[src/rtl/tlp_mux.sv]
// rtl/tlp_mux.sv - two-source TLP stream multiplexer with frame locking
//
// Merges two TLP beat streams (in0_*, in1_*) onto a single registered output
// stream (out_*). A grant is issued in IDLE to a port presenting valid&sop
// when enable=1 and the output register can take a beat; the grant then locks
// the output to that port until its eop beat is accepted. Beats with sop=0
// arriving while IDLE are accepted and dropped.
//
// Ports:
//   clk, rst_n                       clock, synchronous active-low reset
//   inX_data/hdr/strb/sop/eop/valid  source X beat (X = 0, 1)
//   inX_ready                        source X beat accepted this cycle
//   out_data/hdr/strb/sop/eop/valid  registered merged stream
//   out_ready                        downstream accepts the output beat
//   enable                           permits new grants (frames in flight finish)
//
// Build option: TLP_MUX_RR_EN selects round-robin tie breaking; when
// undefined, port 0 wins every tie.
module tlp_mux #(
    parameter int DOUBLE_WORD    = 32,
    parameter int HEADER_SIZE    = 4 * DOUBLE_WORD,
    parameter int TLP_DATA_WIDTH = 8 * DOUBLE_WORD,
    parameter int TLP_STRB_WIDTH = TLP_DATA_WIDTH / 8
) (
    input  logic                      clk,
    input  logic                      rst_n,
    input  logic [TLP_DATA_WIDTH-1:0] in0_data,
    input  logic [HEADER_SIZE-1:0]    in0_hdr,
    input  logic [TLP_STRB_WIDTH-1:0] in0_strb,
    input  logic                      in0_sop,
    input  logic                      in0_eop,
    input  logic                      in0_valid,
    output logic                      in0_ready,
    input  logic [TLP_DATA_WIDTH-1:0] in1_data,
    input  logic [HEADER_SIZE-1:0]    in1_hdr,
    input  logic [TLP_STRB_WIDTH-1:0] in1_strb,
    input  logic                      in1_sop,
    input  logic                      in1_eop,
    input  logic                      in1_valid,
    output logic                      in1_ready,
    output logic [TLP_DATA_WIDTH-1:0] out_data,
    output logic [HEADER_SIZE-1:0]    out_hdr,
    output logic [TLP_STRB_WIDTH-1:0] out_strb,
    output logic                      out_sop,
    output logic                      out_eop,
    output logic                      out_valid,
    input  logic                      out_ready,
    input  logic                      enable
);

    typedef enum logic [1:0] {
        IDLE  = 2'd0,
        BUSY0 = 2'd1,
        BUSY1 = 2'd2
    } state_t;

    state_t                    state_q, state_d;
    logic [TLP_DATA_WIDTH-1:0] out_data_q;
    logic [HEADER_SIZE-1:0]    out_hdr_q;
    logic [TLP_STRB_WIDTH-1:0] out_strb_q;
    logic                      out_sop_q;
    logic                      out_eop_q;
    logic                      out_valid_q;

    logic out_free;
    logic req0, req1;
    logic tie0;
    logic grant0, grant1;
    logic sel0, sel1;
    logic acc0, acc1;

`ifdef TLP_MUX_RR_EN
    // Port that received the most recent grant; the other port wins a tie.
    logic last_grant_q;
    assign tie0 = last_grant_q;
`else
    assign tie0 = 1'b1;
`endif

    always_comb begin
        out_free = !out_valid_q || out_ready;
        req0     = in0_valid && in0_sop;
        req1     = in1_valid && in1_sop;
        grant0   = (state_q == IDLE) && enable && out_free && req0 && (!req1 || tie0);
        grant1   = (state_q == IDLE) && enable && out_free && req1 && !grant0;
        sel0     = (state_q == BUSY0) || grant0;
        sel1     = (state_q == BUSY1) || grant1;
        acc0     = in0_valid && sel0 && out_free;
        acc1     = in1_valid && sel1 && out_free;
        // Orphan beats (no sop) are drained while IDLE, unless the other
        // port is being granted in this same cycle.
        in0_ready = rst_n && ((sel0 && out_free) ||
                              ((state_q == IDLE) && !grant1 && in0_valid && !in0_sop));
        in1_ready = rst_n && ((sel1 && out_free) ||
                              ((state_q == IDLE) && !grant0 && in1_valid && !in1_sop));

        state_d = state_q;
        case (state_q)
            IDLE: begin
                // A single-beat TLP grants and releases in the same cycle.
                if (grant0 && !in0_eop) begin
                    state_d = BUSY0;
                end else if (grant1 && !in1_eop) begin
                    state_d = BUSY1;
                end
            end
            BUSY0: if (acc0 && in0_eop) state_d = IDLE;
            BUSY1: if (acc1 && in1_eop) state_d = IDLE;
            default: state_d = IDLE;
        endcase
    end

    always_ff @(posedge clk) begin
        if (!rst_n) begin
            state_q     <= IDLE;
            out_data_q  <= '0;
            out_hdr_q   <= '0;
            out_strb_q  <= '0;
            out_sop_q   <= 1'b0;
            out_eop_q   <= 1'b0;
            out_valid_q <= 1'b0;
`ifdef TLP_MUX_RR_EN
            last_grant_q <= 1'b1;
`endif
        end else begin
            state_q <= state_d;
            if (acc0 || acc1) begin
                out_data_q  <= acc0 ? in0_data : in1_data;
                out_hdr_q   <= acc0 ? in0_hdr  : in1_hdr;
                out_strb_q  <= acc0 ? in0_strb : in1_strb;
                out_sop_q   <= acc0 ? in0_sop  : in1_sop;
                out_eop_q   <= acc0 ? in0_eop  : in1_eop;
                out_valid_q <= 1'b1;
            end else if (out_ready) begin
                out_valid_q <= 1'b0;
            end
`ifdef TLP_MUX_RR_EN
            if (grant0) begin
                last_grant_q <= 1'b0;
            end else if (grant1) begin
                last_grant_q <= 1'b1;
            end
`endif
        end
    end

    assign out_data  = out_data_q;
    assign out_hdr   = out_hdr_q;
    assign out_strb  = out_strb_q;
    assign out_sop   = out_sop_q;
    assign out_eop   = out_eop_q;
    assign out_valid = out_valid_q;

endmodule

[config.mk]
export PLATFORM = sky130hd
export DESIGN_NAME = tlp_mux
export DESIGN_NICKNAME = d
export VERILOG_FILES = /design/src/rtl/tlp_mux.sv
export SDC_FILE = /design/constraint.sdc
export NUM_CORES = 1
export LEC_CHECK = 0
export ABC_AREA = 1
export BUFFER_PORTS_ARGS = -buffer_cell sky130_fd_sc_hd__buf_2
export CAP_MARGIN = 20
export CORE_AREA = 2 2 489 491
export DETAILED_ROUTE_END_ITERATION = 10
export DIE_AREA = 0 0 491 493
export HOLD_SLACK_MARGIN = 0.1
export PLACE_DENSITY = 0.37
export SLEW_MARGIN = 20
export SYNTH_ARGS = -nofsm -noshare
export SYNTH_HDL_FRONTEND = slang
export SYNTH_SLANG_ARGS = --single-unit
[constraint.sdc]
create_clock -name clk -period 1.95 [get_ports clk]
set_input_delay 0.0975 -clock clk [delete_from_list [all_inputs] [get_ports clk]]
set_output_delay 0.0975 -clock clk [all_outputs]
set_load 0.1 [all_outputs]
==> results_dict.tcl <==
set metrics [dict create \
    status "complete, but fails checks" \
    violations "setup timing" \
    fp.dieH_um 493 \
    layout.nets 6751 \
    final_cells 9139 \
    hold_violations 0 \
    drc_errors 0 \
    num_vias 34150 \
    slew_headroom_pct 48.15 \
    reg2reg_to "out_data[55]$_SDFFE_PN0P_" \
    clk_latency_ns 0.71 \
    yosys.cell_types.count 22 \
    fp.dieW_um 491 \
    drtIter0Drc 1927 \
    total_power_uw 32830 \
    antenna_found_initial 22 \
    power.leakage_uw 0.02400 \
    rrSetupSlack_ns -0.22 \
    drive_gt1_share_pct 33.50 \
    tightestPinTransition_ns 0.7831 \
    power.density_nw_per_um2 660.4 \
    cp-end-kind "output pin" \
    fmax_mhz 456.2 \
    min-delay-start "enable" \
    synth.avg_cell_area_um2 6.291 \
    grt_pass1_wl_um 265700 \
    synthAdderAreaFrac_pct 0 \
    vias_per_cell 3.737 \
    crit_required_ns 1.85 \
    reg2reg_depth 13 \
    maxCapViolCount 0 \
    r2r-start "state_q[1]$_SDFFE_PN0P_" \
    synth_compound_area_share_pct 9.107 \
    design.core.area_um2 237000 \
    syn_nets 4548 \
    yosys_warnings 0 \
    clock-sinks 421 \
    initial_core_util_pct 9.839 \
    layout_setup_ws_ns -0.2420 \
    wl_per_cell_um 21.42 \
    post-route-util_pct 20.98 \
    fin_area_um2 49710 \
    synth_area_um2 23310 \
    synthXorXnorAreaFrac_pct 0 \
    fill_cells 26830 \
    portBuffers 1262 \
    gp_congestion 0.9435 \
    crit_path_start_kind "flip-flop" \
    dpl.cell_count 8043 \
    holdCritPathClass "primary input to flip-flop" \
    preCtsSetupSlack_ns -0.4023 \
    min_period_ns 2.192 \
    synthSimpleGateAreaFrac_pct 34.36 \
    cts_root_buffer "clkbuf_16" \
    grt_setup_unrepaired "yes" \
    ir_drop_mv 0.7170 \
    min_delay_worst_endpoint "out_valid$_SDFFE_PN0P_" \
    placed_cell_area_um2 34640 \
    detail-route-antenna-nets 0 \
    synth_seq_cells 421 \
    place_hpwl_um 144500 \
    finClkSkew_ns 0.01944 \
    synth_seq_area_share_pct 36.15 \
    cts.clk_slew.worst_paths_ns 0.05 \
    multi_input_comb_area_um2 11490 \
    min_delay_path_depth 9 \
    syn_to_final_growth_pct 113.2 \
    muxShareOfSynthArea_pct 0 \
    die_area_um2 242100 \
    fp-row-count 179 \
    fin_crit_sh_pct 112.4 \
    slew_violations 0 \
    drt_first_pass_iters 7 \
    cts_buffers 59 \
    syn_inst 3706 \
    crit_path_max_fanout 3 \
    cts.htree.levels 2 \
    finalSetupViolCount 372 \
    overflow 0 \
    crit_type "flip-flop to output pin" \
    io-pin-count 1263 \
    grt_usage_pct 15.35 \
    grt_pass1_vias 35160 \
    wl_um 195800 \
    cts_max_path_buffers 3 \
    ff_latch_area_um2 8437 \
    cts_tree "done" \
    grt_max_degree 102 \
    cp_data_arrival_time_ns 2.09 \
    synth_top_family_by_area "simple AND/OR/NAND/NOR gates" \
]
-- synth_stat cells --
| cell | instances | area share, % |
|---|---|---|
| inv_2 | 1 | 0.016 |
| or2_2 | 2 | 0.054 |
| buf_4 | 17 | 0.55 |
| nand4_2 | 1 | 0.054 |
| dfxtp_1 | 421 | 36 |
| o21a_1 | 1 | 0.032 |
| buf_6 | 13 | 0.63 |
| inv_1 | 840 | 14 |
| nand3_1 | 1253 | 27 |
| clkbuf_1 | 117 | 1.9 |
| nor2_4 | 1 | 0.048 |
| clkinv_1 | 1 | 0.016 |
| nand2_4 | 2 | 0.097 |
| nor2_1 | 8 | 0.13 |
| o21ai_0 | 3 | 0.064 |
| nand2_8 | 2 | 0.17 |
| nand2_2 | 2 | 0.054 |
| a21oi_1 | 418 | 9.0 |
| buf_1 | 2 | 0.032 |
| buf_2 | 174 | 3.7 |
| nand2_1 | 426 | 6.9 |
| a41oi_1 | 1 | 0.038 |
-- placed cells by master, fill, tap and decap left out, types with 8 or more instances in the layout --
cell type,Yosys,routed
a21oi_1,418,327
a21oi_2,0,91
buf_12,0,84
buf_16,0,68
buf_2,174,1243
buf_4,17,160
buf_6,13,32
buf_8,0,18
bufbuf_16,0,14
clkbuf_1,117,12
clkbuf_16,0,65
clkbuf_8,0,9
clkinv_2,0,12
clkinvlp_4,0,8
dfxtp_1,421,418
diode_2,0,13
dlygate4sd3_1,0,841
inv_1,840,840
nand2_1,426,411
nand2_2,2,15
nand3_1,1253,1106
nand3_2,0,124
nand3_4,0,23
-- report_power, final --
part	leakage [uW]	internal [uW]	switching (uW)
clock	0.000971	6670	4880
combinational	0.0196	4210	7690
sequential	0.00342	9080	293
total	0.0240	20000	12900
-- metal layers --
| layer | part of all wire, % | up-vias | GRT usage [%] |
|---|---|---|---|
| met5 | 0 | - | 0 |
| met4 | 5.0 | 0 | 7.046 |
| met3 | 9.2 | 266 | 5.363 |
| met2 | 47 | 1448 | 25.72 |
| met1 | 39 | 16190 | 17.46 |
| li1 | - | 16250 | - |
-- layout make-up --
class / count / area share [%]
clock inverters: 30 / 0.6972
clock buffers: 81 / 3.360
multi-input cells: 2120 / 23.11
repair buffers: 2465 / 41.45
inverters: 842 / 6.373
well taps: 3167 / 7.972
diodes: 13 / 0.06544
flip-flops and latches: 421 / 16.97
-- registers in the layout, indices dropped and copies added, names as in the netlist --
signal     cells
out_data     256
out_eop        1
out_hdr      128
out_sop        1
out_strb      32
out_valid      1
state_q        2
-- kinds of logic (layout without fill, tap and decap cells) --
logic type / count (synthesis) / in the layout
simple gates: 1697 / 1697
other cells: 0 / 13
flops: 421 / 421
buf+inv: 1165 / 3418
compound gates: 423 / 423
-- repair_timing --
item | in CTS | in global routing
gates cloned | 58 | 6
gates resized for setup | 297 | 165
endpoints found under the setup margin | 338 | 420
pin swaps | 69 | 26
hold buffers | 841 | 0
setup buffers | 54 | 16
hold endpoints to repair | 421 | 0
-- worst max-delay path, stage by stage, from the launching register on --
cell and delay, ns:
dfxtp_2 0.34, nor2_4 0.16, nand2_1 0.09, nor2_2 0.10, nand2_2 0.07, buf_6 0.12
a41oi_2 0.14, buf_6 0.15, nor2_4 0.04, buf_12 0.17
-- per-stage QoR --
stage	hold slack (ns)	TNS [ns]
after floorplan	0.1951	0
after global placement	0.4042	-89.93
after detailed placement	0.4075	-92.72
after CTS	0.1819	-32.93
after global routing	0.2684	-61.83
final	0.2746	-27.64
-- worst max-delay path by stage --
stage | from | endpoint | slack [ns] | cells after the start
final | state_q[1]$_SDFFE_PN0P_ | in0_ready | -0.24 | 9
after global routing | state_q[1]$_SDFFE_PN0P_ | in0_ready | -0.39 | 9
after CTS | state_q[0]$_SDFFE_PN0P_ | in0_ready | -0.32 | 9
after detailed placement | out_ready | out_data[76]$_SDFFE_PN0P_ | -0.40 | 12
after global placement | out_ready | out_data[76]$_SDFFE_PN0P_ | -0.38 | 12
after floorplan | out_valid$_SDFFE_PN0P_ | in0_ready | 0.05 | 7
Power figures use the tool's default switching activity.
